[config.mk]
export PLATFORM = sky130hd
export DESIGN_NAME = t_ff_counter_bank
export DESIGN_NICKNAME = d
export VERILOG_FILES = /design/src/rtl/t_ff_counter_bank.sv
export SDC_FILE = /design/constraint.sdc
export NUM_CORES = 1
export LEC_CHECK = 0
export ABC_AREA = 0
export CAP_MARGIN = 20
export CORE_AREA = 3 3 44 46
export CTS_CLUSTER_DIAMETER = 150
export DETAILED_ROUTE_END_ITERATION = 8
export DIE_AREA = 0 0 47 49
export PLACE_DENSITY = 0.72
export SLEW_MARGIN = 20
export SYNTH_ARGS = -nofsm -noshare
export SYNTH_HDL_FRONTEND = slang
export SYNTH_SLANG_ARGS = --single-unit
[constraint.sdc]
create_clock -name clk -period 2 [get_ports clk]
set_clock_uncertainty 0.2 [all_clocks]
set_input_delay 0.4 -clock clk [delete_from_list [all_inputs] [get_ports clk]]
set_output_delay 0.4 -clock clk [all_outputs]
set_load 0.05 [all_outputs]
[src/rtl/t_ff_counter_bank.sv]
// t_ff_counter_bank
//   A bank of WIDTH T-flip-flop stages. Every mode is a toggle vector that is
//   XORed into q on the edge: hold, per-bit toggle, modulo-MODULUS up count and
//   modulo-MODULUS down count. A parallel load, complemented outputs and a
//   terminal-count pulse are also provided.
//
// Ports
//   clk    rising-edge clock
//   rst_n  synchronous reset, active-low (q=RESET_VAL, q_n=~RESET_VAL, tc=0)
//   en     advance enable; 0 holds q (load still honoured)
//   mode   00 hold, 01 toggle by t, 10 count up, 11 count down
//   t      per-bit toggle request, used only in mode 01
//   load   parallel load of d (priority over en/mode)
//   d      load value, not clamped
//   q      registered stage outputs
//   q_n    registered complement of q
//   tc     registered terminal-count pulse, high on the cycle q shows a wrap
module t_ff_counter_bank #(
  parameter int WIDTH     = 4,
  parameter int MODULUS   = 16,
  parameter int RESET_VAL = 0
) (
  input  logic             clk,
  input  logic             rst_n,
  input  logic             en,
  input  logic [1:0]       mode,
  input  logic [WIDTH-1:0] t,
  input  logic             load,
  input  logic [WIDTH-1:0] d,
  output logic [WIDTH-1:0] q,
  output logic [WIDTH-1:0] q_n,
  output logic             tc
);

  localparam logic [1:0] MODE_HOLD = 2'b00;
  localparam logic [1:0] MODE_TGL  = 2'b01;
  localparam logic [1:0] MODE_UP   = 2'b10;
  localparam logic [1:0] MODE_DN   = 2'b11;

  localparam logic [WIDTH-1:0] MAX_Q = WIDTH'(MODULUS - 1);
  localparam logic [WIDTH-1:0] RST_Q = WIDTH'(RESET_VAL);

  // Ripple-carry toggle pattern: bit i toggles when all lower bits of v are 1.
  // Called with q for up counting and ~q for down counting.
  function automatic logic [WIDTH-1:0] carry_vec(input logic [WIDTH-1:0] v);
    logic [WIDTH-1:0] c;
    c[0] = 1'b1;
    for (int i = 1; i < WIDTH; i++) begin
      c[i] = c[i-1] & v[i-1];
    end
    return c;
  endfunction

  // Up-count wrap: anything at or above the terminal value (including a
  // loaded out-of-range value) returns to 0; the toggle vector is overridden.
  function automatic logic [WIDTH-1:0] up_next(input logic [WIDTH-1:0] cur);
    if (cur >= MAX_Q) begin
      return '0;
    end
    return cur ^ carry_vec(cur);
  endfunction

  // Down-count wrap: 0 wraps to the terminal value, and an out-of-range value
  // is pulled back to the terminal value instead of counting down through
  // states outside the modulus.
  function automatic logic [WIDTH-1:0] dn_next(input logic [WIDTH-1:0] cur);
    if (cur == '0 || cur > MAX_Q) begin
      return MAX_Q;
    end
    return cur ^ carry_vec(~cur);
  endfunction

  logic [WIDTH-1:0] q_nxt_p0;
  logic             tc_nxt_p0;
  logic [WIDTH-1:0] q_p1;
  logic [WIDTH-1:0] q_n_p1;
  logic             tc_p1;

  // ---- stage p0: next-state selection from current q and inputs ----
  always_comb begin
    q_nxt_p0  = q_p1;
    tc_nxt_p0 = 1'b0;
    if (load) begin
      q_nxt_p0 = d;
    end else if (en) begin
      case (mode)
        MODE_HOLD: q_nxt_p0 = q_p1;
        MODE_TGL:  q_nxt_p0 = q_p1 ^ t;
        MODE_UP: begin
          q_nxt_p0  = up_next(q_p1);
          tc_nxt_p0 = (q_p1 >= MAX_Q);
        end
        MODE_DN: begin
          q_nxt_p0  = dn_next(q_p1);
          tc_nxt_p0 = (q_p1 == '0);
        end
        default: q_nxt_p0 = q_p1;
      endcase
    end
  end

  // ---- stage p1: output registers; q_n is registered from the same next
  // value so it never lags q ----
  always_ff @(posedge clk) begin
    if (!rst_n) begin
      q_p1   <= RST_Q;
      q_n_p1 <= ~RST_Q;
      tc_p1  <= 1'b0;
    end else begin
      q_p1   <= q_nxt_p0;
      q_n_p1 <= ~q_nxt_p0;
      tc_p1  <= tc_nxt_p0;
    end
  end

  assign q   = q_p1;
  assign q_n = q_n_p1;
  assign tc  = tc_p1;

endmodule

## Word-level counts from Yosys, hierarchy flattened

Index checks and enable logic that the tools add are counted.

- Order comparisons: 2
- Eq/ne operators: 3
- Muxes and demuxes: 16
- Bitwise logic cells: 11
- Reductions and logical operators: 4

Operators with widths:

| cell | count |
|---|---|
| 4-bit 2-to-1 mux | 6 |
| 4-bit one-hot mux with 4 select lines | 1 |
| 4-bit XOR | 3 |
| 1-bit 2-to-1 mux | 8 |
| 1-bit bitwise AND | 4 |
| 2-bit == test, second input constant | 2 |
| 4-bit greater-or-equal comparator, second input constant | 1 |
| 4-bit > comparator, second input constant | 1 |
| 4-bit logical NOT | 1 |
| 4-bit inverter | 1 |
| 3-bit inverter | 1 |
| 3-bit OR reduction | 1 |
| 2-bit by 1-bit == test with 1-bit output, second input constant | 1 |
| 2-bit logical NOT | 1 |
| 1-bit inverter | 2 |
| 1-bit one-hot mux with 2 select lines | 1 |
| 1-bit logical OR | 1 |

- Register bits: 9
- Input bits: 14
- Logic and storage cells: 39

## Longest topological paths before layout

Gate-level depths: netlist of the first run.

- Depth in word-level cells: 11
- Mapped depth: 6
- Gate-level depth less buffers: 6

## Worst setup path after synthesis of the first run

Ideal clock, no wire load.

- Kind: reg-to-reg
- Start: register q_p1[0] (netlist: q[0])
- End: register with a tool-made name
- Arrival time: 1731 ps
- Required time: 1669 ps
- Setup slack: -63 ps
- Stages on the path, launching flop included: 7
- Clock period less this slack: 2063 ps
- Cells stage by stage: dfxtp_1 inv_1 ha_1 nor2b_1 and3_2 o21ai_0 a31oi_1

RTL lines:

| what | RTL line | RTL |
|---|---|---|
| start: declaration | 75 | `logic [WIDTH-1:0] q_p1;` |
| start signal: assignment | 110 | `q_p1 <= q_nxt_p0;` |

## Worst setup path in the final report of the first run

- Start: input mode[1]
- End: register q_p1[2] (netlist: q[2])

- Cells in the longest elaborated chain, start to end: 4

RTL lines:

| what | RTL line | RTL |
|---|---|---|
| start: declaration | 26 | `input logic [1:0] mode,` |
| 2-bit == test (tied with other cells) | 86 | `case (mode)` |
| 4-bit one-hot mux with 4 select lines (*) | 86 |  |
| 4-bit 2-to-1 mux (*) | 85 | `end else if (en) begin` |
| 4-bit 2-to-1 mux (*) | 83 | `if (load) begin` |

Every way passes the cells marked *; elsewhere a longest branch is shown, timed or not.
A chain may end at the register's enable or synchronous reset.

==> metrics.md, run 1 <==
| Metric | Value |
|---|---|
| Outcome | finished clean |
| Total Die Area | 2300 um2 |
| H-tree depth | 1 |
| Core ar. | 1540 um2 |
| Syn Inst Count | 73 |
| Cell internal pwr | 0.373 mW |
| Initial antenna violation count | 0 |
| Slew Limit Fails | 0 |
| Drt total wl | 1.63 mm |
| DRT Pass-1 Iters | 4 |
| Mapped Nets | 91 |
| Max-cap violations | 0 |
| RSZ-0062 raised after global routing | false |
| Slew of the pin with the lowest slew margin | 0.396 ns |
| Critical path startpoint category | input pin |
| Layout Utilization | 0.614 |
| Mux share of post-synthesis cell area | 0.0152 |
| Setup ws final | 0.196 ns |
| # IOs | 23 |
| Count of input and output buffers | 22 |
| Slew HR | 0.735 |
| Netlist Area Pre-Place | 658 um2 |
| Final net count | 122 |
| Switch share | 0.351 |
| Clock Pin Slew Worst Setup and Hold Paths | 0.06 ns |
| Worst-case reg-to-reg path depth | 6 |
| Gpl congestion | 0.846 |
| Post-synth ARST share | 0 |
| Initial core utilization | 0.427 |
| Number of global-route vias before repair | 640 |
| Share of power burned in registers | 0.367 |
| Post-synth EDFFs | 0 |
| Global-route wire length before repair | 2.68 mm |
| Worst Path Required | 1.96 ns |
| Dominant synthesized flop cell | dfxtp_1 |
| Combinational group share of total power | 0.383 |
| Share of cells above drive strength 1 | 0.282 |
| Worst hold stages | 3 |
| Achievable frequency | 554 MHz |
| Endpoints failing setup | 0 |
| Combinational family with the most area after synthesis | compound AO/OA/AOI/OAI gates |
| Synthesis-to-layout area growth | 43.9% |
| Synth top area share | 0.274 |
| Final hold viol count | 0 |
| Peak VDD IR | 0.427 mV |
| Via count | 668 |
| Post-Synth XOR/XNOR Area | 0.0266 |
| Seq cells post-synth | 9 |
| # hold bufs at CTS | 0 |
| Min Tclk post-route | 1.80 ns |
| Sequential fraction of the synthesis area | 0.274 |
| Switch Pwr | 0.202 mW |
| Synthesis Warnings | 0 |
| Worst hold path class | reg -> reg |
| Num CTS Buffers | 3 |
| Clk sink count | 9 |
| Iteration-0 DRC Markers | 9 |
| Inserted Diodes | 0 |
| Via-to-Cell Ratio | 5.61 |
| PwrDens | 607 nW/um2 |
| Top cells by count, synth | 9 x dfxtp_1, 6 x inv_1, 5 x o21ai_0 |
| Largest net degree at the start of global routing | 11 |
| Mean post-synth cell area | 9.02 um2 |
| Simple-gate share of the synthesized area | 0.196 |
| Remaining DRCs | 0 |
| WP data arrival | 1.76 ns |
| Clock power frac | 0.250 |
| CTS tree | yes |
| Die Y | 49 um |
| GRT Overall Usage | 0.159 |
| Count leader, synth | dfxtp_1 |
| Pre-CTS setup slack | -0.0751 ns |
| Chip width | 47 um |
| Leakage | 0.403 nW |
| Post-synthesis cell type with the largest combined area | dfxtp_1 |
| Post-synthesis adder-cell area fraction | 0.0760 |
| Clock buffer depth | 2 |
| Postcts setup bufs | 0 |
| Root buf cell | clkbuf_4 |
| CP endpoint kind | register |
| WHS | 0.452 ns |
| Crit Path Category | in -> reg |
| Routed WL per cell | 13.7 um |
| Synth Area in Compound Gates | 0.316 |
| Post_cts resized | 0 |
| HPWL after DPL | 1.27 mm |
| Crit share post-route | 0.902 |
| Grt total ovfl | 0 |
| Total power | 0.575 mW |
| FP Rows | 14 |
| Largest cells by area after synthesis | dfxtp_1 27%, ha_1 7.6%, o21ai_0 3.8%, buf_6 3.4%, inv_1 3.4% |
| CP max FO | 6 |
| Antenna Nets Post-Route | 0 |
| Synth cell types | 39 |
| Clock Latency Late Sink | 0.26 ns |
[power groups by stage]
stage	clock network, mW	registers, mW	logic, mW
5_1_grt	0.166	0.213	0.236
3_5_place_dp	0	0.214	0.220
3_3_place_gp	0	0.215	0.217
6_report	0.144	0.211	0.220
4_1_cts	0.150	0.211	0.221
2_1_floorplan	0	0.255	0.0925
[per-layer routing]
layer	vias to the layer above	GRT usage	routed length [um]
li1	339	-	-
met1	306	0.174	690
met2	21	0.256	820
met5	-	0	0
met4	0	0.0507	19
met3	2	0.0812	98
[cell families after synthesis]
kind of cell | count (synthesis)
DFF | 9
muxes | 1
adders and majority gates | 4
AOI/OAI and AO/OA | 27
xor gates and xnor gates | 2
and+or+nand+nor | 20
buffers and inverters | 10
[final cells by class]
type                    instances  area (um2)
multi-input cells              54         414
flip-flops and latches          9         181
fillers                       145         594
clock buffers                   4        26.3
inverters                       6        22.5
well taps                      16        20.0
repair buffers                 30         283
[critical path: stages]
cell and delay (ns):
clkdlybuf4s50_1 0.55, and4bb_2 0.27, a311oi_2 0.23, o311ai_1 0.16
o2111a_1 0.16
[cells in the final DEF (no fill, tap or decap), types with 2 or more instances in the layout]
cell | synthesis | layout
buf_4 | 0 | 15
a211oi_1 | 2 | 2
buf_12 | 0 | 2
clkbuf_4 | 0 | 3
ha_1 | 4 | 4
a21oi_1 | 3 | 3
o21ai_0 | 5 | 5
nand3_1 | 2 | 2
inv_1 | 6 | 6
clkdlybuf4s50_1 | 0 | 13
and2b_1 | 2 | 2
xor2_1 | 2 | 2
a31oi_1 | 3 | 3
dfxtp_1 | 9 | 8
o221ai_1 | 2 | 2
nor2_1 | 2 | 2
nand2_1 | 4 | 4
[through the flow]
step / TNS [ns] / area, um2 / cells
after floorplan: 0 / 659 / 73
after global placement: -0.0580 / 921 / 115
after detailed placement: -0.106 / 921 / 115
after CTS: 0 / 947 / 119
after global routing: 0 / 947 / 119
final: 0 / 947 / 119
[path summary, 6_finish.rpt]
kind              slack [ns]     from      to
setup / recovery        0.20  mode[1]    q[2]
hold / removal          0.45     q[1]  q_n[1]
setup reg to reg        0.25     q[0]  q_n[3]
hold reg to reg         0.45     q[1]  q_n[1]
(Power assumes the default switching activity.)
==> run 2, diff against run 1 <==
--- a/config.mk
+++ b/config.mk
@@ -5,13 +5,13 @@
 export SDC_FILE = /design/constraint.sdc
 export NUM_CORES = 1
 export LEC_CHECK = 0
-export ABC_AREA = 0
+export ABC_AREA = 1
 export CAP_MARGIN = 20
-export CORE_AREA = 3 3 44 46
+export CORE_AREA = 3 3 41 43
 export CTS_CLUSTER_DIAMETER = 150
 export DETAILED_ROUTE_END_ITERATION = 8
-export DIE_AREA = 0 0 47 49
-export PLACE_DENSITY = 0.72
+export DIE_AREA = 0 0 44 46
+export PLACE_DENSITY = 0.79
 export SLEW_MARGIN = 20
 export SYNTH_ARGS = -nofsm -noshare
 export SYNTH_HDL_FRONTEND = slang
==> constraint.sdc (replaced) <==
create_clock -name clk -period 2.3 [get_ports clk]
set_clock_uncertainty 0.2 [all_clocks]
set_input_delay 0.46 -clock clk [delete_from_list [all_inputs] [get_ports clk]]
set_output_delay 0.46 -clock clk [all_outputs]
set_load 0.05 [all_outputs]
==> run 2 against run 1 <==
Net effect:
- die area shrank 12%
- critical path depth shrank 4
- register-to-register slack gained 0.40 ns
- flip-flop and latch count is the same
- setup slack lost 0.080 ns
- hold slack lost 0.024 ns
- largest power group is now registers
- clock power shrank 15%
==> metrics.md, run 2 <==
| Metric | Value |
|---|---|
| Slew HR | 0.664 (was 0.735) |
| Netlist Area Pre-Place | 612 um2 (was 658 um2) |
| Mux share of post-synthesis cell area | 0 (was 0.0152) |
| Clock Pin Slew Worst Setup and Hold Paths | 0.06 ns (about the same) |
| Via-to-Cell Ratio | 4.96 (was 5.61) |
| Number of global-route vias before repair | 697 (was 640) |
| Crit path max-delay family | buffers and inverters (unchanged) |
| Synth top area share | 0.294 (was 0.274) |
| Total Die Area | 2020 um2 (was 2300 um2) |
| Critical Path Start | q[1] (was mode[1]) |
| Gr busiest metal | met2 (unchanged) |
| Largest net degree at the start of global routing | 11 (unchanged) |
| Achievable frequency | 458 MHz |
| Postcts setup bufs | 0 (unchanged) |
| Post-Synth XOR/XNOR Area | 0 (was 0.0266) |
| Mapped Nets | 119 (was 91) |
| Count leader, synth | nand2_1 (was dfxtp_1) |
| Initial antenna violation count | 0 (unchanged) |
| Most frequent cells in the layout | 34 x nand2_1, 20 x clkdlybuf4s50_1, 13 x inv_1, 12 x nand3_1, 9 x dfxtp_1 (was 15 x buf_4, 13 x clkdlybuf4s50_1, 8 x dfxtp_1, 6 x inv_1, 5 x o21ai_0) |
| Filler Cell Count | 134 (was 145) |
| Design area | 867 um2 (was 947 um2) |
| Clk sink count | 9 (unchanged) |
| Drt total wl | 1.60 mm (was 1.63 mm) |
| Synth cell types | 16 (was 39) |
| Total power | 0.470 mW (was 0.575 mW) |
| Worst Path Required | 1.64 ns (was 1.96 ns) |
| Buf/Inv on CP | 1 (unchanged) |
| Critical path startpoint category | register (was input pin) |
| Largest cells by area after synthesis | dfxtp_1 29%, nand2_1 21%, nand3_1 9.8%, ha_1 8.2%, inv_1 8.0% (was dfxtp_1 27%, ha_1 7.6%, o21ai_0 3.8%, buf_6 3.4%, inv_1 3.4%) |
| Sequential fraction of the synthesis area | 0.294 (was 0.274) |
| CTS tree | yes (unchanged) |
| Global-route wire length before repair | 2.83 mm (was 2.68 mm) |
| Slew Limit Fails | 0 (unchanged) |
| Slew of the pin with the lowest slew margin | 0.502 ns (was 0.396 ns) |
| Area after DPL | 841 um2 (was 921 um2) |
| FP Rows | 13 (was 14) |
| Setup TNS Final | 0 ns (unchanged) |
| RSZ-0062 raised after global routing | false (unchanged) |
| Final hold viol count | 0 (unchanged) |
| Clock buffer depth | 2 (unchanged) |
| HPWL after DPL | 1.30 mm (was 1.27 mm) |
| Clock Latency Late Sink | 0.26 ns (about the same) |
| CP max FO | 6 (unchanged) |
| Commonest non-fill, non-tap cell in the layout | nand2_1 (was buf_4) |
| Top cells by count, synth | 34 x nand2_1, 13 x inv_1, 12 x nand3_1 (was 9 x dfxtp_1, 6 x inv_1, 5 x o21ai_0) |
| Routed WL per cell | 11.3 um (was 13.7 um) |
| Crit share post-route | 0.950 |
| Endpoints failing setup | 0 (unchanged) |
| Leakage | 0.440 nW (was 0.403 nW) |
| Synthesis Warnings | 0 (unchanged) |
| Via count | 699 (was 668) |
| Mean post-synth cell area | 6.06 um2 (was 9.02 um2) |
| Dominant synthesized flop cell | dfxtp_1 (unchanged) |
| Outcome | finished clean (unchanged) |
| Remaining DRCs | 0 (unchanged) |
| Combinational family with the most area after synthesis | simple AND/OR/NAND/NOR gates (was compound AO/OA/AOI/OAI gates) |
| R2R Path End | q_n[3] (unchanged) |
| Post-synthesis adder-cell area fraction | 0.0818 (was 0.0760) |
| Worst hold path class | reg -> reg (unchanged) |
| Iteration-0 DRC Markers | 9 (unchanged) |
| Pre-CTS setup slack | 0.304 ns (was -0.0751 ns) |
| Peak VDD IR | 0.328 mV (was 0.427 mV) |
| Core ar. | 1330 um2 (was 1540 um2) |
| Crit path cell chain | clkdlybuf4s50_1 (was clkdlybuf4s50_1, and4bb_2, a311oi_2, o311ai_1, o2111a_1) |
| Antenna Nets Post-Route | 0 (unchanged) |
| R2r setup slk | 0.65 ns (was 0.25 ns) |
| Num CTS Buffers | 3 (unchanged) |
| Seq cells post-synth | 9 (unchanged) |
| Layout Utilization | 0.650 (was 0.614) |
| # hold bufs at CTS | 0 (unchanged) |
| Simple-gate share of the synthesized area | 0.401 (was 0.196) |
| Root buf cell | clkbuf_4 (unchanged) |
| Die Y | 46 um (was 49 um) |
| Setup ws final | 0.115 ns (was 0.196 ns) |
| DRT Pass-1 Iters | 4 (unchanged) |
| Syn Inst Count | 101 (was 73) |
| CP max stage delay | 0.84 ns (was 0.55 ns) |
| Chip width | 44 um (was 47 um) |
| Worst reg2reg startpoint | q[1] (was q[0]) |
| Max-cap violations | 0 (unchanged) |
| H-tree depth | 1 (unchanged) |
| GRT Overall Usage | 0.193 (was 0.159) |
| # IOs | 23 (unchanged) |
| Critical Path End | q[1] (was q[2]) |
| Worst-case reg-to-reg path depth | 9 (was 6) |
| Synth Area in Compound Gates | 0.0982 (was 0.316) |
| Post-synthesis cell type with the largest combined area | dfxtp_1 (unchanged) |
| Slowest CP cell | clkdlybuf4s50_1 (unchanged) |
| Grt total ovfl | 0 (unchanged) |
| Gpl congestion | 0.849 (was 0.846) |
| Met1 Use GR | 0.205 (was 0.174) |
| Min Tclk post-route | 2.18 ns |
| Crit Path Category | reg -> out (was in -> reg) |
| Post_cts resized | 0 (unchanged) |
| Inserted Diodes | 0 (unchanged) |
| CP endpoint kind | output port (was register) |
| WP data arrival | 1.52 ns (was 1.76 ns) |
| Critical path depth in cells | 1 (was 5) |
| Post-synth EDFFs | 0 (unchanged) |
| PwrDens | 542 nW/um2 (was 607 nW/um2) |
| M3 GR Usage | 0.0474 (was 0.0812) |
| Post-synth ARST share | 0 (unchanged) |
| Synthesis-to-layout area growth | 41.7% (was 43.9%) |
| Final net count | 145 (was 122) |
| GR Util met2 | 0.355 (was 0.256) |
| Share of cells above drive strength 1 | 0.127 (was 0.282) |
| Count of input and output buffers | 22 (unchanged) |
| Initial core utilization | 0.459 (was 0.427) |
-- run 2: cell types whose count changed after synthesis, sizes merged, moves of 3 or more --
cell,previous run,this run
a31oi,3,0
nand3,2,12
a21oi,3,6
inv,6,19
nand2,5,36
-- run 2: power breakdown --
part	total, mW	leakage [nW]	internal (mW)	switching, mW
registers	0.180	0.0748	0.168	0.0129
logic	0.167	0.350	0.0662	0.101
clock network	0.123	0.0150	0.0668	0.0557
total	0.470	0.440	0.301	0.169
-- run 2: metal layers --
metal / part of all wire / vias up
met5: 0 / -
met4: 0.019 / 0
met3: 0.046 / 5
met2: 0.53 / 21
met1: 0.40 / 309
li1: - / 364
-- run 2: logic make-up (layout without fill, tap and decap cells) --
logic type / after synthesis / after routing
AND/OR/NAND/NOR: 56 / 56
flip-flops: 9 / 9
adder cells (fa/ha/maj): 4 / 4
buffers and inverters: 20 / 45
AO/OA/AOI/OAI: 12 / 12
-- run 2: stage by stage --
stage	hold WS, ns	std cells
floorplan	0.402	101
CTS	0.427	141
global route	0.482	141
global placement	0.399	137
finish	0.428	141
detailed placement	0.427	137
-- run 2: how the worst min path moves through the flow --
stage                     cells after the start  end  start  slack (ns)
final                                         2   tc   q[2]        0.43
after global routing                          2   tc   q[2]        0.48
after CTS                                     2   tc   q[2]        0.43
after detailed placement                      2   tc   q[2]        0.43
after global placement                        2   tc   q[2]        0.40
after floorplan                               2   tc     en        0.40
-- run 2: worst reg2reg max path: cells and delay by family (launching register included) --
family | cells | cell delay, ns
adder cells (fa/ha/maj) | 2 | 0.45
flip-flops | 1 | 0.43
AND/OR/NAND/NOR | 6 | 0.43
buffers and inverters | 1 | 0.04
-- run 2: cell type report --
cell class	instances	area [um2]	area share
clock buffers	4	26.3	0.0303
inverters	19	71.3	0.0823
multi-input cells	72	355	0.410
flip-flops and latches	9	180	0.208
well taps	15	18.8	0.0216
repair buffers	22	215	0.248
==> run 3, diff against run 2 <==
--- a/config.mk
+++ b/config.mk
@@ -11,6 +11,7 @@
 export CTS_CLUSTER_DIAMETER = 150
 export DETAILED_ROUTE_END_ITERATION = 8
 export DIE_AREA = 0 0 44 46
+export HOLD_SLACK_MARGIN = 0.03
 export PLACE_DENSITY = 0.79
 export SLEW_MARGIN = 20
 export SYNTH_ARGS = -nofsm -noshare
==> results of run 3 <==
Final layout, timing and power as in run 2 (identical DEF).
